File: config.mk
export PLATFORM = sky130hd
export DESIGN_NAME = arb_req_mux_flat
export DESIGN_NICKNAME = d
export VERILOG_FILES = /design/src/rtl/arb_req_mux_if.sv /design/src/rtl/arb_req_mux.sv /design/src/flat_wrapper.sv
export SDC_FILE = /design/constraint.sdc
export NUM_CORES = 1
export LEC_CHECK = 0
export CORE_ASPECT_RATIO = 0.75
export CORE_MARGIN = 4
export CORE_UTILIZATION = 53
export DETAILED_ROUTE_END_ITERATION = 7
export GPL_ROUTABILITY_DRIVEN = 0
export PLACE_DENSITY_LB_ADDON = 0.15
export SETUP_SLACK_MARGIN = 0.15
export SYNTH_ARGS = -nofsm -noshare
export SYNTH_HDL_FRONTEND = slang
export SYNTH_SLANG_ARGS = --single-unit
File: constraint.sdc
create_clock -name clk -period 3.6 [get_ports clk]
set_input_delay 0.72 -clock clk [delete_from_list [all_inputs] [get_ports clk]]
set_output_delay 0.72 -clock clk [all_outputs]
set_load 0.05 [all_outputs]
File: src/rtl/arb_req_mux_if.sv
// Handshake bundle for arb_req_mux.
// Groups the per-channel write side, the request/grant exchange with an
// external arbiter, the shared output and the sticky error flag.
//   en        : allows requests toward the arbiter
//   in_vld    : per-channel write valid (3)
//   in_data   : channel i data in bits [i*DW +: DW]
//   in_rdy    : per-channel write ready (3)
//   req_vld   : requests to the arbiter (3)
//   grant     : one-hot grant from the arbiter, combinational on req_vld (3)
//   out_vld   : shared output valid
//   out_data  : shared output data (DW)
//   out_ch    : source channel of out_data
//   out_rdy   : downstream ready
//   err_grant : sticky protocol-error flag
// The slave modport is the mux's view; master is the environment's view.
interface arb_req_mux_if #(
  parameter int DW = 8
);
  logic            en;
  logic [2:0]      in_vld;
  logic [3*DW-1:0] in_data;
  logic [2:0]      in_rdy;
  logic [2:0]      req_vld;
  logic [2:0]      grant;
  logic            out_vld;
  logic [DW-1:0]   out_data;
  logic [1:0]      out_ch;
  logic            out_rdy;
  logic            err_grant;

  modport master (
    output en, in_vld, in_data, grant, out_rdy,
    input  in_rdy, req_vld, out_vld, out_data, out_ch, err_grant
  );

  modport slave (
    input  en, in_vld, in_data, grant, out_rdy,
    output in_rdy, req_vld, out_vld, out_data, out_ch, err_grant
  );
endinterface

File: src/rtl/arb_req_mux.sv
// Three-channel buffered request mux for an external round-robin arbiter.
// Each channel owns a DEPTH-entry FIFO. Non-empty channels raise req_vld
// while the single output register can accept a word; the arbiter answers
// combinationally with a one-hot grant, and the granted head word is moved
// into the output register on the same edge. Malformed grants (several bits,
// or a bit without a matching request) move nothing and set a sticky flag.
// Ports:
//   clk  : single clock, rising edge
//   srst : synchronous active-high reset
//   bus  : arb_req_mux_if.slave handshake bundle (see interface header)
module arb_req_mux #(
  parameter int DW    = 8,
  parameter int DEPTH = 2
) (
  input  logic         clk,
  input  logic         srst,
  arb_req_mux_if.slave bus
);

  localparam int PW = $clog2(DEPTH);
  localparam int CW = $clog2(DEPTH) + 1;
  localparam logic [CW-1:0] FULL = CW'(DEPTH);

  logic [CW-1:0] cnt    [3];
  logic [PW-1:0] wr_ptr [3];
  logic [PW-1:0] rd_ptr [3];
  logic [DW-1:0] mem    [3][DEPTH];

  logic [2:0]    rdy;
  logic [2:0]    req;
  logic [2:0]    push;
  logic [2:0]    pop;
  logic          slot_free;
  logic          onehot;
  logic          grant_err;
  logic [1:0]    xfer_ch;
  logic [DW-1:0] head_data;

  logic          out_vld_p1;
  logic [DW-1:0] out_data_p1;
  logic [1:0]    out_ch_p1;
  logic          err_q;

  // Stage 0: FIFO state, request generation and grant qualification
  always_comb begin
    rdy       = 3'b000;
    req       = 3'b000;
    push      = 3'b000;
    slot_free = !out_vld_p1 || bus.out_rdy;
    for (int i = 0; i < 3; i++) begin
      // Forced high/low while srst is held so the reset view is visible
      // before the first reset edge has cleared the counts.
      rdy[i]  = srst || (cnt[i] < FULL);
      req[i]  = !srst && bus.en && (cnt[i] != '0) && slot_free;
      push[i] = !srst && bus.in_vld[i] && rdy[i];
    end
    onehot = (bus.grant != 3'b000) && ((bus.grant & (bus.grant - 3'd1)) == 3'b000);
    pop    = onehot ? (bus.grant & req) : 3'b000;
    // Any non-zero grant that did not produce a transfer is malformed.
    grant_err = (bus.grant != 3'b000) && (pop == 3'b000);
    xfer_ch   = pop[1] ? 2'd1 : (pop[2] ? 2'd2 : 2'd0);
    head_data = mem[xfer_ch][rd_ptr[xfer_ch]];
  end

  always_ff @(posedge clk) begin
    if (srst) begin
      for (int i = 0; i < 3; i++) begin
        cnt[i]    <= '0;
        wr_ptr[i] <= '0;
        rd_ptr[i] <= '0;
      end
      out_vld_p1  <= 1'b0;
      out_data_p1 <= '0;
      out_ch_p1   <= 2'd0;
      err_q       <= 1'b0;
    end else begin
      for (int i = 0; i < 3; i++) begin
        // Pointers wrap naturally because DEPTH is a power of two.
        if (push[i]) wr_ptr[i] <= wr_ptr[i] + PW'(1);
        if (pop[i])  rd_ptr[i] <= rd_ptr[i] + PW'(1);
        case ({push[i], pop[i]})
          2'b10:   cnt[i] <= cnt[i] + CW'(1);
          2'b01:   cnt[i] <= cnt[i] - CW'(1);
          default: cnt[i] <= cnt[i];
        endcase
      end
      // Stage 1: shared output register
      if (pop != 3'b000) begin
        out_vld_p1  <= 1'b1;
        out_data_p1 <= head_data;
        out_ch_p1   <= xfer_ch;
      end else if (bus.out_rdy) begin
        out_vld_p1  <= 1'b0;
      end
      if (grant_err) err_q <= 1'b1;
    end
  end

  // FIFO storage carries data only and needs no reset.
  always_ff @(posedge clk) begin
    for (int i = 0; i < 3; i++) begin
      if (push[i]) mem[i][wr_ptr[i]] <= bus.in_data[i*DW +: DW];
    end
  end

  assign bus.in_rdy    = rdy;
  assign bus.req_vld   = req;
  assign bus.out_vld   = out_vld_p1;
  assign bus.out_data  = out_data_p1;
  assign bus.out_ch    = out_ch_p1;
  assign bus.err_grant = err_q;

endmodule
File: src/flat_wrapper.sv
// flat-port wrapper written by rule: the top's interface ports become plain ports
module arb_req_mux_flat 
#(
  parameter int DW    = 8,
  parameter int DEPTH = 2
)
  (clk, srst, bus_en, bus_in_vld, bus_in_data, bus_grant, bus_out_rdy, bus_in_rdy, bus_req_vld, bus_out_vld, bus_out_data, bus_out_ch, bus_err_grant);
  arb_req_mux_if #(.DW(DW)) bus_i ();
  input  logic clk;
  input  logic srst;
  input wire logic [$bits(bus_i.en)-1:0] bus_en;
  input wire logic [$bits(bus_i.in_vld)-1:0] bus_in_vld;
  input wire logic [$bits(bus_i.in_data)-1:0] bus_in_data;
  input wire logic [$bits(bus_i.grant)-1:0] bus_grant;
  input wire logic [$bits(bus_i.out_rdy)-1:0] bus_out_rdy;
  output wire logic [$bits(bus_i.in_rdy)-1:0] bus_in_rdy;
  output wire logic [$bits(bus_i.req_vld)-1:0] bus_req_vld;
  output wire logic [$bits(bus_i.out_vld)-1:0] bus_out_vld;
  output wire logic [$bits(bus_i.out_data)-1:0] bus_out_data;
  output wire logic [$bits(bus_i.out_ch)-1:0] bus_out_ch;
  output wire logic [$bits(bus_i.err_grant)-1:0] bus_err_grant;
  assign bus_i.en = bus_en;
  assign bus_i.in_vld = bus_in_vld;
  assign bus_i.in_data = bus_in_data;
  assign bus_i.grant = bus_grant;
  assign bus_i.out_rdy = bus_out_rdy;
  assign bus_in_rdy = bus_i.in_rdy;
  assign bus_req_vld = bus_i.req_vld;
  assign bus_out_vld = bus_i.out_vld;
  assign bus_out_data = bus_i.out_data;
  assign bus_out_ch = bus_i.out_ch;
  assign bus_err_grant = bus_i.err_grant;
  arb_req_mux #(.DW(DW), .DEPTH(DEPTH)) u_core (.clk(clk), .srst(srst), .bus(bus_i));
endmodule
Yosys cells after proc, flatten, opt, wreduce, memory -nomap -nowiden. Memory sizes are Yosys's and may differ from the RTL's. Cells that the tools add are included.

Flip-flop bits (word level): 12. Latch bits: 0. Bits in writable memories: 60. Bits in read-only memories: 0. Input bits: 34. Output and inout port bits: 18. Word-level logic and storage cells: 172. Memories: 4.

Memory list: u_core.mem (words 3, width 16, read ports 1, clocked after memory_dff 0, wr ports 3, line arb_req_mux.sv:27) `logic [DW-1:0] mem [3][DEPTH];`; u_core.cnt (words 3, width 2, read ports 3, clocked after memory_dff 0, wr ports 3, line arb_req_mux.sv:24) `logic [CW-1:0] cnt [3];`; u_core.rd_ptr (words 3, width 1, read ports 4, clocked after memory_dff 0, wr ports 3, line arb_req_mux.sv:26) `logic [PW-1:0] rd_ptr [3];`; u_core.wr_ptr (words 3, width 1, read ports 3, clocked after memory_dff 0, wr ports 3, line arb_req_mux.sv:25) `logic [PW-1:0] wr_ptr [3];`.

$add $sub $neg: 13. Multiply operators: 0. Divide/modulo/power cells: 0. Magnitude comparators: 10. Equality and inequality tests: 6. Shifts and indexed selects: 0. Multiplexer cells: 79. Bitwise operators: 21. Reductions and logical operators: 35.

Operators with widths (count): $mux 1 (55); $mux 16 (3); $mux 8 (6); $demux 8 s1 (3); $mux 2 (11); $logic_and 1x1->1 (18); $or 1x1->1 (15); $ge 2x2->1 const B (4); $not 1->2 (4); $reduce_bool 2->1 (4); $add 1x1->1 const B (6); $add 2x1->2 const B (3); $and 3x3->3 (2); $eq 2x1->1 const B (3); $eq 2x2->1 const B (3); $logic_not 3->1 (2); $lt 2x1->1 const B (3); $lt 2x2->1 const B (3); $reduce_bool 3->1 (2); $reduce_or 2->1 (3); $sub 2x1->2 const B (3); $logic_or 1x1->1 (4); $mux 3 (1); $sub 3x1->3 const B (1); $logic_not 1->1 (2).

Depth between registers and ports, before layout.
Depth after elaboration: 13. Mapped depth: 11. Depth with buffers taken out: 10.

Worst setup path before layout. No wires, ideal clock.

Kind: input-to-reg. Start: input srst. End: memory u_core.cnt[2][1] in the netlist's numbering, data pin. Arrival: 2.492 ns. Required time: 3.338 ns. Setup slack: 0.847 ns. Stages on the path: 11. Cell sequence: nand2b_4 nor3_4 clkbuf_1 nand3_1 inv_1 ha_1 nor3_1 a31o_2 inv_1 nand3_1 o21ai_0.

RTL lines: start, declared (line flat_wrapper.sv:10) `input logic srst;`; end, declared (line arb_req_mux.sv:24).

==> run_results.csv <==
group,metric,value,unit
pwr,p_leak,0.00141,uW
synthesis,synth_edf_count,60,
synthesis,ys_seq_area_share,63.5,%
route,wire_per_inst,18.5,um
setup_path,cp-start-kind,"input pin",
synthesis,synth_top_area_share,56.0,%
timing,min_period,2.80,ns
clock_tree,clkTransAtPathRegs,0.08,ns
synthesis,synthCells,240,
clock_tree,clock_latency,0.35,ns
pwr,share_seq_of_total_power,49.9,%
floorplanning,rows,24,
clock_tree,ctsRootBufferMaster,"clkbuf_8",
synthesis,synth_compound_area_share,15.1,%
clock_tree,post-cts-setup-buffers,0,
synthesis,synth_common_cells,"60 x edfxtp_1, 31 x nor2_1, 12 x dfxtp_1, 10 x nand3b_1, 9 x nand2b_1",
floorplanning,die_area,7390,um2
global_routing,grt_max_degree,32,
clock_tree,h-tree-depth,3,
route,drc,0,
finish,fin_nets,336,
timing,timing.fmax,0.358,GHz
timing,worstMarginPinSlew,0.786,ns
pwr,combPwrFrac,13.1,%
clock_tree,clock_path_buffers,2,
route,via_per_inst,5.95,
timing,rsz0062_at_grt,"no",
clock_tree,cts_tree,"yes",
synthesis,yosysMostFrequentCell,"edfxtp_1",
finish,layout.cells.non_filler,378,
finish,area_growth,26.0,%
pwr,p_int,1450,uW
route,num_vias,2248,
setup_path,path_max_fanout,6,
synthesis,syn-cell-area,3220,um2
floorplanning,core-area,5860,um2
timing,slew_headroom,47.4,%
timing,slew_viol_final,0,
global_routing,track_usage,19.7,%
pwr,ir_drop,0.311,mV
clock_tree,postCtsHoldBufs,0,
synthesis,synth.distinct_cells,46,
finish,antenna_cells,0,
synthesis,avgSynthCellArea,13.4,um2
global_routing,antenna_found_initial,0,
global_routing,grt_pass1_vias,2108,
synthesis,synthMuxAreaShare,0,%
floorplanning,ios,52,
placement,port-buffer-count,51,
floorplanning,die_x,97.9,um
global_routing,grt.overflow.total,0,
global_routing,grt_pass1_wl,10900,um
clock_tree,clock_sinks,72,
floorplanning,initial_core_util,54.9,%
floorplanning,die_h,75.5,um
finish,drive_gt1_share,13.3,%
setup_path,crit_type,"in -> reg",
pwr,p_sw,480,uW
run_status,outcome,"finished clean",
placement,dp_cells,362,
synthesis,synth_seq_cells,72,
synthesis,syn_nets,281,
synthesis,async_reset_ff_share,0,%
synthesis,synth_top_family_by_area,"compound AO/OA/AOI/OAI gates",
placement,dp_hpwl,4940,um
timing,period_share,77.7,%
timing,clock_skew,0.00676,ns
route,wl,6980,um
setup_path,critPathCaptureType,"register",
run,cap_violations,0,
synthesis,synth_ff_type,"edfxtp_1",
synthesis,synthAdderAreaFrac,2.72,%
synthesis,synth_area_leaders,"edfxtp_1 56%, dfxtp_1 7.5%, nor2_1 3.6%",
pwr,p_sw_share,24.9,%
finish,fillerInstances,425,
clock_tree,numCtsBuffers,9,
route,drt_pre_antenna_iters,5,
pwr,p_clk_share,37.0,%
timing,timing.setup.tns,0,ns
route,ant_nets,0,
hold_path,worstHoldPathType,"reg -> reg",
synthesis,synthXorXnorAreaFrac,1.09,%
setup_path,cp.required,3.70,ns
synthesis,yosys.area_share.simple,14.4,%
synthesis,ys.warnings.count,0,
timing,hold_viol_final,0,
timing,final-setup-viol-count,0,
synthesis,yosys.area.top_type,"edfxtp_1",
pwr,cellPowerDensity,476,nW/um2
clock_tree,ctsResizeCount,0,
route,drt-initial-drc-count,229,
setup_path,worstPathArrival,2.90,ns
## layout make-up
cell class | instances | area (um2) | share of cell area [%]
Multi-Input combinational cell | 146 | 1070 | 26.4
Tap cell | 78 | 97.6 | 2.41
Clock buffer | 9 | 124 | 3.06
Timing Repair Buffer | 57 | 578 | 14.3
Clock inverter | 7 | 103 | 2.53
Inverter | 9 | 38.8 | 0.957
Sequential cell | 72 | 2040 | 50.4
## cells in the final DEF (no fill, tap or decap), types with 4 or more instances in the layout
master / n
dfxtp_1: 12
a32o_1: 8
nor2b_1: 5
inv_1: 8
clkbuf_8: 9
buf_4: 9
edfxtp_1: 60
nand2b_1: 9
a32oi_1: 8
a2111oi_0: 8
o21bai_1: 4
ha_1: 7
clkdlybuf4s50_1: 45
a222oi_1: 8
o31ai_1: 8
nor2_1: 31
nand3b_1: 10
## flip-flops by register name, summed over array words and instances (netlist names)
register / flops
u_core.bus.out_data: 8
u_core.bus.out_vld: 1
u_core.mem: 48
u_core.bus.err_grant: 1
u_core.rd_ptr: 3
u_core.bus.out_ch: 2
u_core.cnt: 6
u_core.wr_ptr: 3
## critical path, stage by stage
cell             delay [ns]
clkdlybuf4s50_1        0.55
or3b_1                 0.37
or3_4                  0.36
ha_1                   0.31
nor3_1                 0.14
a31o_2                 0.25
inv_1                  0.05
nand3_1                0.07
o21ai_0                0.07
## routing by layer
metal / vias to the layer above / part of all wire [%] / track usage, %
met5: - / 0 / 0
met4: 0 / 0.70 / 5.53
met3: 5 / 8.7 / 6.04
met2: 114 / 44 / 28.7
met1: 1083 / 47 / 28.9
li1: 1046 / - / -
## stage by stage
stage                     total power (uW)  cell area, um2  setup WS [ns]  utilization, %  hold WS [ns]
after CTS                             1940            4050          0.799            69.2         0.459
final                                 1930            4050          0.803            69.2         0.455
after global placement                1230            3820          0.468            65.3         0.442
after floorplan                       1130            3220          0.847               -         0.526
after detailed placement              1230            3820          0.442            65.3         0.448
after global routing                  2000            4050          0.729            69.2         0.486
## power by group through the flow
| stage | Combinational [uW] | Sequential [uW] | Clock (uW) |
|---|---|---|---|
| floorplan | 126 | 1000 | 0 |
| global placement | 247 | 980 | 0 |
| detailed placement | 251 | 981 | 0 |
| CTS | 252 | 962 | 723 |
| global route | 270 | 967 | 762 |
| finish | 252 | 963 | 713 |
## worst paths after layout
kind | to | slack [ns] | depth (start not counted) | start
setup reg to reg | u_core.cnt[2][1] | 1.04 | 9 | u_core.cnt[1][1]
hold / removal | u_core.bus.out_ch[1] | 0.46 | 2 | u_core.bus.out_ch[1]
hold reg to reg | u_core.bus.out_ch[1] | 0.46 | 2 | u_core.bus.out_ch[1]
setup / recovery | u_core.cnt[2][1] | 0.80 | 9 | bus_grant[0]
## logic make-up after synthesis
group | Yosys count
buf+inv | 22
fa+ha+maj | 7
simple gates | 79
flops | 72
compound gates | 56
xor+xnor | 4
(Power assumes the default switching activity.)
